$ cat src/rtl/seg7_scan_display.sv
// seg7_scan_display
//   Multiplexed 7-segment scan driver. Scans NDIGITS hex nibbles onto a shared
//   segment bus, one digit slot every SCAN_DIV clocks. The displayed word, decimal
//   points and blanking are latched once per frame so a digit sweep never tears.
//   An accepted event word replaces live data for HOLD_FRAMES full frames.
// Ports
//   clk_i, reset_n_i         clock, async active-low reset
//   data_in_i [4*NDIGITS]    live word, nibble i -> digit i (digit 0 rightmost)
//   dp_in_i, blank_in_i      per-digit decimal point / force-dark requests
//   lz_suppress_i            blank leading zero digits (digit 0 always shown)
//   evt_valid_i/evt_data_i   event offer; evt_ready_o high only in IDLE
//   an_o, seg_o, dp_o        digit enables, segments {g..a}, decimal point
//   frame_done_o             1-cycle pulse when the scan wraps to digit 0
//   holding_o                event word is the displayed source
module seg7_scan_display #(
  parameter int NDIGITS     = 8,
  parameter int SCAN_DIV    = 263158,
  parameter int HOLD_FRAMES = 64,
  parameter int ACTIVE_LOW  = 1
) (
  input  logic                   clk_i,
  input  logic                   reset_n_i,
  input  logic [4*NDIGITS-1:0]   data_in_i,
  input  logic [NDIGITS-1:0]     dp_in_i,
  input  logic [NDIGITS-1:0]     blank_in_i,
  input  logic                   lz_suppress_i,
  input  logic                   evt_valid_i,
  input  logic [4*NDIGITS-1:0]   evt_data_i,
  output logic                   evt_ready_o,
  output logic [NDIGITS-1:0]     an_o,
  output logic [6:0]             seg_o,
  output logic                   dp_o,
  output logic                   frame_done_o,
  output logic                   holding_o
);
  localparam int W  = 4*NDIGITS;
  localparam int PW = $clog2(SCAN_DIV);
  localparam int IW = (NDIGITS > 1) ? $clog2(NDIGITS) : 1;
  localparam int CW = $clog2(HOLD_FRAMES+1);
  localparam logic [PW-1:0] PMAX      = PW'(SCAN_DIV-1);
  localparam logic [IW-1:0] ILAST     = IW'(NDIGITS-1);
  localparam logic [CW-1:0] HOLD_INIT = CW'(HOLD_FRAMES);

  typedef enum logic {IDLE = 1'b0, HOLD = 1'b1} state_e;

  // Active-low segment patterns {g,f,e,d,c,b,a}
  function automatic logic [6:0] hex2seg(input logic [3:0] n);
    case (n)
      4'h0: hex2seg = 7'h40;  4'h1: hex2seg = 7'h79;
      4'h2: hex2seg = 7'h24;  4'h3: hex2seg = 7'h30;
      4'h4: hex2seg = 7'h19;  4'h5: hex2seg = 7'h12;
      4'h6: hex2seg = 7'h02;  4'h7: hex2seg = 7'h78;
      4'h8: hex2seg = 7'h00;  4'h9: hex2seg = 7'h10;
      4'hA: hex2seg = 7'h08;  4'hB: hex2seg = 7'h03;
      4'hC: hex2seg = 7'h46;  4'hD: hex2seg = 7'h21;
      4'hE: hex2seg = 7'h06;  4'hF: hex2seg = 7'h0E;
      default: hex2seg = 7'h7F;
    endcase
  endfunction

  logic [PW-1:0]      presc_q, presc_d;
  logic [IW-1:0]      idx_q, idx_d;
  state_e             state_q, state_d;
  logic [CW-1:0]      hold_cnt_q, hold_cnt_d;
  logic [W-1:0]       evt_buf_q, evt_buf_d;
  logic [W-1:0]       snap_word_q, snap_word_d;
  logic [NDIGITS-1:0] snap_dp_q, snap_dp_d, snap_blank_q, snap_blank_d;
  logic               holding_q, holding_d;
  logic [NDIGITS-1:0] an_q, an_d;      // held in active-low sense internally
  logic [6:0]         seg_q, seg_d;
  logic               dp_q, dp_d, fd_q, fd_d;

  logic               tick, boundary, use_evt;
  logic [NDIGITS:0]   lz_run;          // lz_run[i]: nibbles i..top all zero
  logic [3:0]         nib;
  logic               dark, dp_sel;
  logic [NDIGITS-1:0] an_sel;

  assign tick     = (presc_q == PMAX);
  assign boundary = tick && (idx_q == ILAST);
  assign use_evt  = (state_q == HOLD) && (hold_cnt_q != '0);

  // FSM: state register
  always_ff @(posedge clk_i or negedge reset_n_i) begin
    if (!reset_n_i) begin
      state_q    <= IDLE;
      hold_cnt_q <= '0;
      evt_buf_q  <= '0;
    end else begin
      state_q    <= state_d;
      hold_cnt_q <= hold_cnt_d;
      evt_buf_q  <= evt_buf_d;
    end
  end

  // FSM: next state. An accept on a boundary edge leaves that boundary on live
  // data because use_evt still sees IDLE.
  always_comb begin
    state_d    = state_q;
    hold_cnt_d = hold_cnt_q;
    evt_buf_d  = evt_buf_q;
    case (state_q)
      IDLE: if (evt_valid_i) begin
        state_d    = HOLD;
        hold_cnt_d = HOLD_INIT;
        evt_buf_d  = evt_data_i;
      end
      HOLD: if (boundary) begin
        if (hold_cnt_q != '0) hold_cnt_d = hold_cnt_q - 1'b1;
        else                  state_d    = IDLE;
      end
      default: state_d = IDLE;
    endcase
  end

  // FSM: outputs
  always_comb begin
    evt_ready_o = (state_q == IDLE);
  end

  // Scan datapath next state
  always_comb begin
    presc_d = tick ? '0 : presc_q + 1'b1;
    idx_d   = idx_q;
    if (tick) idx_d = (idx_q == ILAST) ? '0 : idx_q + 1'b1;

    snap_word_d  = snap_word_q;
    snap_dp_d    = snap_dp_q;
    snap_blank_d = snap_blank_q;
    holding_d    = holding_q;
    if (boundary) begin
      snap_word_d  = use_evt ? evt_buf_q : data_in_i;
      snap_dp_d    = dp_in_i;
      snap_blank_d = blank_in_i;
      holding_d    = use_evt;
    end

    lz_run[NDIGITS] = 1'b1;
    for (int i = NDIGITS-1; i >= 0; i--)
      lz_run[i] = lz_run[i+1] && (snap_word_d[4*i +: 4] == 4'h0);

    // Decode from the _d snapshot so digit 0 shows the word loaded this edge
    nib    = '0;
    dark   = 1'b0;
    dp_sel = 1'b0;
    an_sel = '0;
    for (int i = 0; i < NDIGITS; i++) begin
      if (idx_d == IW'(i)) begin
        nib       = snap_word_d[4*i +: 4];
        dark      = snap_blank_d[i] | (lz_suppress_i & (i != 0) & lz_run[i]);
        dp_sel    = snap_dp_d[i];
        an_sel[i] = 1'b1;
      end
    end

    an_d  = tick ? ~an_sel : an_q;
    seg_d = tick ? (dark ? 7'h7F : hex2seg(nib)) : seg_q;
    dp_d  = tick ? ~dp_sel : dp_q;
    fd_d  = boundary;
  end

  always_ff @(posedge clk_i or negedge reset_n_i) begin
    if (!reset_n_i) begin
      presc_q      <= '0;
      idx_q        <= '0;
      snap_word_q  <= '0;
      snap_dp_q    <= '0;
      snap_blank_q <= '0;
      holding_q    <= 1'b0;
      an_q         <= '1;
      seg_q        <= 7'h7F;
      dp_q         <= 1'b1;
      fd_q         <= 1'b0;
    end else begin
      presc_q      <= presc_d;
      idx_q        <= idx_d;
      snap_word_q  <= snap_word_d;
      snap_dp_q    <= snap_dp_d;
      snap_blank_q <= snap_blank_d;
      holding_q    <= holding_d;
      an_q         <= an_d;
      seg_q        <= seg_d;
      dp_q         <= dp_d;
      fd_q         <= fd_d;
    end
  end

  assign an_o         = (ACTIVE_LOW != 0) ? an_q  : ~an_q;
  assign seg_o        = (ACTIVE_LOW != 0) ? seg_q : ~seg_q;
  assign dp_o         = (ACTIVE_LOW != 0) ? dp_q  : ~dp_q;
  assign frame_done_o = fd_q;
  assign holding_o    = holding_q;
endmodule

$ cat config.mk
export PLATFORM = sky130hd
export DESIGN_NAME = seg7_scan_display
export DESIGN_NICKNAME = d
export VERILOG_FILES = /design/src/rtl/seg7_scan_display.sv
export SDC_FILE = /design/constraint.sdc
export NUM_CORES = 1
export LEC_CHECK = 0
export BUFFER_PORTS_ARGS = -buffer_cell sky130_fd_sc_hd__buf_2
export CAP_MARGIN = 20
export CORE_MARGIN = 2
export CORE_UTILIZATION = 58
export DETAILED_ROUTE_END_ITERATION = 7
export PLACE_DENSITY = 0.81
export SLEW_MARGIN = 20
export SYNTH_ARGS = -nofsm -noshare
export SYNTH_HDL_FRONTEND = slang
export SYNTH_SLANG_ARGS = --single-unit
$ cat constraint.sdc
create_clock -name clk_i -period 4.5 [get_ports clk_i]
set_input_delay 0.9 -clock clk_i [delete_from_list [all_inputs] [get_ports clk_i]]
set_output_delay 0.9 -clock clk_i [all_outputs]
set_load 0.1 [all_outputs]
==> run_results.csv, run 1 <==
group,metric,value,unit
die,row_count,40,
global_routing,grt.busiest_layer,"met2",
synthesis,ys_types,83,
synthesis,syn_avg_cell_area,10.1,sq um
pwr,peakVddDrop,0.280,mV
timing,max_freq,252,MHz
global_routing,grt_antenna_before_repair,1,
die,die-area,13000,sq um
cells_and_area,fill_cells,909,
clocking,cts_tree,"yes",
detailed_routing,vias_per_cell,6.34,
critical_path,reg2reg_depth,15,
timing,worst_pin_slew,0.811,ns
min_path,hp-class,"flip-flop to flip-flop",
synthesis,postSynthNetCount,789,
timing,finalSetupViolCount,0,
critical_path,end_kind,"flip-flop",
critical_path,crit_arrival,4.31,ns
detailed_routing,drt-pass1-iter-count,5,
detailed_routing,drt_iter0_drc,545,
timing,drv_slew,0,
place,place_hpwl,14200,um
clocking,cts_max_path_buffers,2,
critical_path,critPathLaunchType,"flip-flop",
detailed_routing,vias,6128,
status,status,"complete, no violations",
clocking,cts_root_buf,"clkbuf_16",
synthesis,synth_warnings,0,
detailed_routing,wl_per_cell,19.9,um
synthesis,synth.most_common_cell,"dfrtp_1",
detailed_routing,ant_nets,0,
die,floorplan.io_pins,103,
clocking,cts.clk_slew.worst_paths,0.05,ns
min_path,worstHoldEndpoint,"snap_dp_q[3]",
die,die_w,114,um
critical_path,r2r_end,"seg_o[2]",
synthesis,ys_seq_area_frac,0.458,
global_routing,grt_use_met2,0.506,
critical_path,r2r-start,"idx_q[0]",
run,drv_cap,0,
detailed_routing,routed_wl,19300,um
synthesis,synth-edff-count,0,
min_path,hold_path.startpoint,"snap_dp_q[3]",
timing,min_period,3.97,ns
synthesis,synth_area,7040,sq um
synthesis,synth_top_area_frac,0.398,
pwr,power.density,326,nW/um^2
synthesis,synthTopCellsByCount,"112 x dfrtp_1, 81 x nand2_1, 47 x o21ai_0",
clocking,cts_resized,0,
clocking,numCtsBuffers,17,
critical_path,worstPathMaxFanout,15,
cells_and_area,finalNonFillerCells,966,
global_routing,grt_pass1_vias,6117,
synthesis,ys.flop_type,"dfrtp_1",
die,core_area,11900,sq um
clocking,cts_hold_buf,0,
clocking,insertion_delay,0.42,ns
place,dp_cells,933,
timing,relSlewSlack,0.459,
cells_and_area,fin_nets,899,
critical_path,path_class,"flip-flop to flip-flop",
min_path,whs_path_depth,2,
place,gp_congestion,0.970,
pwr,p_total,2.72,mW
clocking,ctsHtreeMaxLevel,4,
synthesis,netlist_instances,695,
timing,rsz0062_at_grt,"false",
pwr,leakagePower,3.59,nW
detailed_routing,drc,0,
timing,final_hold_viol_count,0,
global_routing,grt.overflow.total,0,
global_routing,grt_pass1_wl,31000,um
synthesis,yosys-top-cells-area,"dfrtp_1 40%, mux2_2 6.1%, dfstp_2 6.0%, mux2i_1 5.0%, nand2_1 4.3%",
timing,post-route-period-util,0.882,
die,start_util,0.591,
synthesis,ys_seq_elements,128,
cells_and_area,area.growth.synth_to_final,18.3,%
global_routing,grt_use_met3,0.0619,
critical_path,reg2reg_slack,0.53,ns
clocking,cts_setup_buffers,0,
timing,skew,0.00980,ns
die,die_height,114,um
timing,fin_tns_setup,0,ns
cells_and_area,drive_gt1_frac,0.286,
global_routing,grt_util_met1,0.405,
global_routing,grt_max_degree,88,
place,portBuffers,102,
synthesis,post-synth-top-area-cell,"dfrtp_1",
critical_path,cp.required,4.84,ns
global_routing,grt_usage,0.310,
clocking,cts.sinks,128,
synthesis,async_flop_share,1.00,
==> power breakdown <==
| group | internal, mW | switching (mW) | total (mW) |
|---|---|---|---|
| logic | 0.0957 | 0.0993 | 0.195 |
| clock network | 0.813 | 0.480 | 1.29 |
| registers | 1.19 | 0.0338 | 1.23 |
| total | 2.10 | 0.613 | 2.72 |
==> metrics by stage <==
stage / util / area [sq um] / hold slack [ns] / setup slack [ns]
detailed placement: 0.652 / 7770 / 0.460 / 0.619
CTS: 0.699 / 8320 / 0.471 / 0.561
finish: 0.699 / 8330 / 0.473 / 0.531
global placement: 0.652 / 7770 / 0.447 / 0.646
global route: 0.699 / 8330 / 0.496 / 0.296
floorplan: - / 7040 / 0.432 / 0.780
==> layout by cell type, fill, tap and decap left out, drive strengths merged, types with 8 or more instances in the layout <==
master / Yosys / layout
nand2: 81 / 81
a211oi: 8 / 8
dfstp: 16 / 16
nand2b: 8 / 8
dfrtp: 112 / 112
inv: 18 / 18
nor4: 15 / 15
nand4: 13 / 13
xnor2: 17 / 17
buf: 18 / 128
mux2: 39 / 39
ha: 10 / 10
mux2i: 35 / 35
nor3: 16 / 16
a21oi: 19 / 19
nor2: 43 / 43
a31oi: 9 / 9
clkbuf: 19 / 26
nand3: 16 / 16
o21ai: 64 / 64
==> cell type report <==
type	count	area, sq um	area share
tap	147	184	0.0221
multi-input combinational	512	3560	0.427
clock inverter	6	57.6	0.00691
sequential	128	3220	0.387
clock buffer	26	499	0.0599
timing repair buffer	128	737	0.0885
antenna	1	2.50	0.000300
inverter	18	67.6	0.00811
==> logic make-up (layout without fill, tap and decap cells) <==
logic type,after synthesis,in the layout,synth area share
AND/OR/NAND/NOR,232,232,0.165
AO/OA/AOI/OAI,172,172,0.173
flip-flops,128,128,0.458
multiplexers,76,76,0.120
buffers and inverters,55,178,0.0400
XOR/XNOR,22,22,0.0274
adder cells (fa/ha/maj),10,10,0.0178
other,0,1,0
==> state kept, by name (all words and copies together) (netlist names), 3 cells and up <==
signal / flops
hold_cnt_q: 7
idx_q: 3
seg_o: 7
snap_dp_q: 8
evt_buf_q: 32
presc_q: 19
an_o: 8
snap_blank_q: 8
snap_word_q: 32
==> routing by layer <==
layer	vias up	routed length (um)
li1	2797	-
met1	2974	8070
met2	301	9410
met3	56	1250
met4	0	534
met5	-	0
==> worst max path at each step <==
stage | start | end | slack (ns) | cells past startpoint
global route | idx_q[0] | seg_o[2] | 0.30 | 15
floorplan | hold_cnt_q[2] | seg_o[5] | 0.78 | 16
detailed placement | idx_q[0] | seg_o[2] | 0.62 | 15
global placement | idx_q[0] | seg_o[2] | 0.65 | 15
finish | idx_q[0] | seg_o[2] | 0.53 | 15
CTS | idx_q[0] | seg_o[2] | 0.56 | 15
==> worst max-delay path: stages, from the launching register on <==
cell and delay, ns:
dfrtp_1 0.48, ha_1 0.25, ha_1 0.19, buf_4 0.20, nor2_1 0.32, nand2_1 0.13, or4_1 0.50, a221oi_1 0.36
a2111oi_0 0.12, buf_4 0.17, a21oi_2 0.20, inv_1 0.12, ha_1 0.19, and3_1 0.16, and2_1 0.16, o32a_1 0.32
(Power assumes the default switching activity.)
==> inputs of run 2 (changes only) <==
Settings changed: SKIP_CTS_REPAIR_TIMING from default to 1.
Clock period 4.5 ns to 4.1 ns, I/O delays scaled along.
==> run 2 against run 1 <==
  * Sequential share of layout area decreased by 0.62 points
  * Clock skew increased by 0.0013 ns
  * Total power increased by 12%
  * Setup slack got worse by 0.32 ns
  * Register-to-register slack got worse by 0.32 ns
  * Critical path depth decreased by 2
  * Cell area increased by 1.6%
  * Utilization increased by 1.1 points
  * Global-route usage increased by 0.19 points
  * Clock power increased by 15%
  * Final cell count increased by 1.4%
==> run_results.csv, run 2 (synthesis results as in run 1) <==
group,metric,value,unit
timing,fin_worst_hold_slack,0.439,ns
die,die-area,13000,sq um
cells_and_area,ff_latch_area,3220,sq um
die,floorplan.io_pins,103,
pwr,power_frac_seq,0.442,
cells_and_area,finalNonFillerCells,980,
critical_path,critPathLaunchType,"flip-flop",
clocking,cts.sinks,128,
timing,worst_pin_slew,0.674,ns
timing,final_hold_viol_count,0,
timing,rsz0062_at_grt,"false",
pwr,power.density,360,nW/um^2
critical_path,end_kind,"flip-flop",
cells_and_area,reg.largest.list,"evt_buf_q (32), snap_word_q (32), presc_q (19)",
min_path,hp-class,"input port to asynchronous set/reset pin",
place,place_hpwl,14700,um
critical_path,path_class,"flip-flop to flip-flop",
clocking,numCtsBuffers,17,
global_routing,grt_max_degree,55,
critical_path,cp.required,4.45,ns
detailed_routing,drc,0,
place,placed_cell_area,7820,sq um
pwr,comb_power_share,0.072,
cells_and_area,fin_nets,914,
timing,drv_slew,0,
run,drv_cap,0,
detailed_routing,ant_nets,0,
clocking,cts_root_buf,"clkbuf_16",
cells_and_area,area.growth.synth_to_final,20.2,%
pwr,p_total,3.05,mW
global_routing,grt_pass1_vias,6105,
pwr,sw_frac_of_total,0.220,
clocking,cts_tree,"yes",
critical_path,slowest_stage,"or4_1",
detailed_routing,vias,6218,
detailed_routing,vias_per_cell,6.34,
die,die_height,114,um
detailed_routing,drt_iter0_drc,520,
critical_path,crit_top_cell,"buf_4",
pwr,leakagePower,3.65,nW
cells_and_area,design_area,8470,sq um
die,row_count,40,
clocking,cts_max_path_buffers,2,
timing,relSlewSlack,0.547,
clocking,insertion_delay,0.42,ns
cells_and_area,layout_commonest_cell,"dfrtp_1",
detailed_routing,wl_per_cell,19.9,um
timing,post-route-period-util,0.949,
detailed_routing,routed_wl,19500,um
critical_path,crit_path_max_incr_delay,0.71,ns
cells_and_area,multi_input_area,3580,sq um
timing,min_period,3.89,ns
place,gp_congestion,0.914,
critical_path,r2r-start,"hold_cnt_q[2]",
critical_path,worstPathMaxFanout,9,
pwr,p_sw,0.671,mW
timing,finalSetupViolCount,0,
die,start_util,0.591,
pwr,peakVddDrop,0.323,mV
cells_and_area,fin_util,0.711,
clocking,cts.clk_slew.worst_paths,0.06,ns
detailed_routing,drt-pass1-iter-count,5,
pwr,internal-power,2.37,mW
place,portBuffers,102,
global_routing,grt_antenna_before_repair,0,
cells_and_area,antenna_cells,0,
status,status,"complete, no violations",
cells_and_area,final_cell_mix,"112 x dfrtp_1, 101 x buf_2, 81 x nand2_1, 47 x o21ai_0, 42 x nor2_1",
cells_and_area,fill_cells,872,
pwr,p_clk_frac,0.486,
critical_path,critPathLaunch,"hold_cnt_q[2]",
place,dp_cells,942,
global_routing,grt.overflow.total,0,
clocking,ctsHtreeMaxLevel,4,
timing,skew,0.0111,ns
critical_path,crit_arrival,4.24,ns
cells_and_area,drive_gt1_frac,0.303,
place,place_worst_setup_slack,-0.0493,ns
die,die_w,114,um
timing,max_freq,257,MHz
global_routing,grt_pass1_wl,31300,um
die,core_area,11900,sq um
timing,layout_setup_ws,0.209,ns
critical_path,path_cells,"or4_1, o21ai_4, buf_4, mux2i_1, o21ai_0, a2111oi_2, buf_4, a21oi_2, inv_1, ha_1, nor3_1, o21a_1, o32a_1",
timing,fin_tns_setup,0,ns
global_routing,grt_usage,0.312,
-- run 2: changes by cell type in the layout (fill, tap and decap cells not counted), sizes merged --
cell and change:
buf +15, bufinv +1, clkbuf +1, clkinv -1
diode -1, inv -1
-- run 2: worst paths after layout --
kind	end	slack [ns]	depth (start not counted)
worst max-delay path	seg_o[5]	0.21	13
worst min-delay path	evt_buf_q[2]	0.44	1
worst max register to register	seg_o[5]	0.21	13
worst min register to register	snap_dp_q[0]	0.47	2
max in group asynchronous	evt_buf_q[22]	2.78	2
min in group clk_i	snap_dp_q[0]	0.47	2
-- run 2: power groups by stage --
stage | sequential (mW) | combinational, mW | clock (mW)
2_1_floorplan | 1.35 | 0.125 | 0
3_3_place_gp | 1.36 | 0.205 | 0
3_5_place_dp | 1.37 | 0.214 | 0
4_1_cts | 1.35 | 0.215 | 1.50
5_1_grt | 1.35 | 0.239 | 1.56
6_report | 1.35 | 0.218 | 1.48
-- run 2: layout make-up --
type | count | area share
Tap cell | 147 | 0.0217
Clock buffer | 27 | 0.0594
Sequential cell | 128 | 0.381
Timing Repair Buffer | 143 | 0.0984
Clock inverter | 5 | 0.00916
Multi-Input combinational cell | 512 | 0.422
Inverter | 18 | 0.00813
-- run 2: metal layers --
metal  GRT usage  vias up  share of wire
met2       0.512      283           0.49
met1       0.404     3055           0.41
met3      0.0672       51          0.060
met5           0        -              0
li1            -     2829              -
met4       0.129        0          0.035
-- run 2: critical path: cells and delay by family (launching register included) --
kind	cells	cell delay, ns
buffers and inverters	3	0.61
AND/OR/NAND/NOR	2	0.79
multiplexers	1	0.20
AO/OA/AOI/OAI	6	1.58
flip-flops	1	0.42
adder cells (fa/ha/maj)	1	0.22
==> inputs of run 3 (changes only) <==
Settings changed: ABC_AREA from default to 1, BUFFER_PORTS_ARGS -buffer_cell sky130_fd_sc_hd__buf_2 to default, CORE_UTILIZATION 58 to 64, DONT_BUFFER_PORTS from default to 1, PLACE_DENSITY 0.81 to 0.8.
Clock period 4.1 ns to 4 ns, I/O delays scaled along.
==> run 3 against run 2 <==
  * Total power fell by 0.28%
  * Cell area down 12%
  * Routed wire length is 18% lower
  * Largest power group unchanged
  * Highest routed layer unchanged
  * Largest cell class is now registers
==> run_results.csv, run 3 <==
group,metric,value,unit
timing,relSlewSlack,0.381,
critical_path,end_kind,"flip-flop",
synthesis,postSynthNetCount,970,
critical_path,critPathLaunchType,"flip-flop",
synthesis,ys_types,44,
synthesis,synthTopCellsByCount,"320 x nand2_1, 114 x inv_1, 112 x dfrtp_1",
timing,max_freq,287,MHz
critical_path,crit_path_max_incr_delay,0.45,ns
cells_and_area,final_cell_mix,"320 x nand2_1, 114 x inv_1, 112 x dfrtp_1, 71 x o21ai_0, 52 x nor2_1",
critical_path,r2r_end,"seg_o[0]",
detailed_routing,ant_nets,0,
global_routing,grt_pass1_vias,5821,
clocking,cts_root_buf,"clkbuf_8",
timing,fin_tns_setup,0,ns
detailed_routing,vias_per_cell,5.58,
synthesis,yosys-top-cells-area,"dfrtp_1 42%, nand2_1 18%, inv_1 6.5%, dfstp_2 6.4%, o21ai_0 5.4%",
global_routing,grt_pass1_wl,26700,um
critical_path,path_cells,"inv_1, ha_1, nand3_1, nor2_4, nand2_4, nor2_4, nand2_1, o21ai_0, nor2_1, nor2_1, nand3_1, nand2_1, nand4_1, ha_1, inv_1, nand3_1, nand3_1, nand2_1, nor2_1, nand4_1, nand2_1, inv_1",
clocking,cts_tree,"yes",
global_routing,grt_max_degree,129,
detailed_routing,drc,0,
timing,worst_pin_slew,0.928,ns
global_routing,grt.overflow.total,0,
synthesis,synth_area,6620,sq um
cells_and_area,finalNonFillerCells,1027,
detailed_routing,wl_per_cell,15.6,um
die,row_count,37,
die,die-area,11200,sq um
timing,drv_slew,0,
timing,rsz0062_at_grt,"false",
critical_path,worstPathMaxFanout,22,
critical_path,crit_arrival,3.94,ns
detailed_routing,drt-pass1-iter-count,8,
pwr,peakVddDrop,0.222,mV
critical_path,reg2reg_depth,22,
status,status,"complete, no violations",
critical_path,r2r-start,"presc_q[1]",
place,place_hpwl,11000,um
clocking,cts_max_path_buffers,2,
cells_and_area,reg.largest.list,"evt_buf_q (32), snap_word_q (32), presc_q (19)",
clocking,numCtsBuffers,17,
die,floorplan.io_pins,103,
global_routing,grt_antenna_before_repair,0,
die,die_height,106,um
critical_path,reg2reg_slack,0.52,ns
cells_and_area,drive_gt1_frac,0.111,
timing,fin_worst_hold_slack,0.127,ns
clocking,insertion_delay,0.52,ns
pwr,p_total,3.04,mW
critical_path,slowest_stage,"nor2_4",
timing,finalSetupViolCount,0,
clocking,cts.sinks,128,
synthesis,async_flop_share,1.00,
detailed_routing,routed_wl,16000,um
synthesis,ys_seq_elements,128,
cells_and_area,fin_nets,972,
place,gp_congestion,0.899,
synthesis,syn_avg_cell_area,7.56,sq um
detailed_routing,drt_iter0_drc,501,
synthesis,synth_top_area_frac,0.423,
pwr,leakagePower,3.95,nW
cells_and_area,fin_util,0.730,
synthesis,ys_seq_area_frac,0.487,
min_path,hp-class,"input port to asynchronous set/reset pin",
die,core_area,10200,sq um
synthesis,synth_warnings,0,
run,drv_cap,0,
clocking,ctsHtreeMaxLevel,4,
synthesis,synth-edff-count,0,
cells_and_area,layout_commonest_cell,"nand2_1",
synthesis,synth.most_common_cell,"nand2_1",
critical_path,cp.required,4.46,ns
synthesis,netlist_instances,876,
timing,min_period,3.48,ns
critical_path,path_class,"flip-flop to flip-flop",
global_routing,grt_usage,0.303,
place,portBuffers,0,
cells_and_area,area.growth.synth_to_final,12.3,%
synthesis,post-synth-top-area-cell,"dfrtp_1",
pwr,power.density,409,nW/um^2
timing,post-route-period-util,0.870,
cells_and_area,antenna_cells,0,
place,dp_cells,994,
detailed_routing,vias,5728,
die,start_util,0.650,
synthesis,ys.flop_type,"dfrtp_1",
die,die_w,106,um
clocking,cts.clk_slew.worst_paths,0.06,ns
timing,skew,0.00634,ns
timing,final_hold_viol_count,0,
[run 3: cell families (layout without fill, tap and decap cells)]
family | count (synthesis) | after routing | synth area share
compound gates | 109 | 109 | 0.0890
simple gates | 480 | 480 | 0.316
buf+inv | 146 | 161 | 0.0856
xor+xnor | 3 | 3 | 0.00397
fa+ha+maj | 10 | 10 | 0.0189
flops | 128 | 128 | 0.487
[run 3: critical path: cells and delay by family, from the launching register on]
family | cells | cell delay, ns
compound gates | 1 | 0.19
fa+ha+maj | 2 | 0.39
buf+inv | 3 | 0.22
flops | 1 | 0.40
simple gates | 16 | 2.20
[run 3: metal layers]
| metal | up-vias | wire length, um | GRT usage |
|---|---|---|---|
| met2 | 214 | 7960 | 0.511 |
| met5 | - | 0 | 0 |
| met3 | 55 | 949 | 0.0705 |
| met4 | 0 | 494 | 0.134 |
| li1 | 2742 | - | - |
| met1 | 2717 | 6580 | 0.373 |
[run 3: layout make-up]
| class | count | area, sq um |
|---|---|---|
| Inverter | 121 | 454 |
| Sequential cell | 128 | 3220 |
| Multi-Input combinational cell | 602 | 2830 |
| Timing Repair Buffer | 8 | 92.6 |
| Tap cell | 136 | 170 |
| Clock buffer | 22 | 483 |
| Clock inverter | 10 | 179 |
| Fill cell | 764 | 2750 |
[run 3: metrics by stage]
step           setup WS [ns]  instance area, sq um
3_5_place_dp           0.604                  6740
4_1_cts                0.570                  7400
3_3_place_gp           0.740                  6740
5_1_grt                0.183                  7430
6_report               0.518                  7430
2_1_floorplan           1.16                  6620
[run 3: worst max-delay path by stage]
stage / startpoint / to / slack (ns) / depth (start not counted)
after global placement: presc_q[1] / seg_o[5] / 0.74 / 20
final: presc_q[1] / seg_o[0] / 0.52 / 22
after CTS: presc_q[1] / seg_o[0] / 0.57 / 22
after floorplan: hold_cnt_q[0] / seg_o[0] / 1.16 / 26
after global routing: presc_q[1] / seg_o[0] / 0.18 / 22
after detailed placement: presc_q[1] / seg_o[0] / 0.60 / 22
[run 3: power breakdown]
part	switching (mW)	internal, mW	leakage, nW
clock	0.556	1.16	0.331
combinational	0.0239	0.00446	2.14
sequential	0	1.30	1.48
total	0.580	2.46	3.95
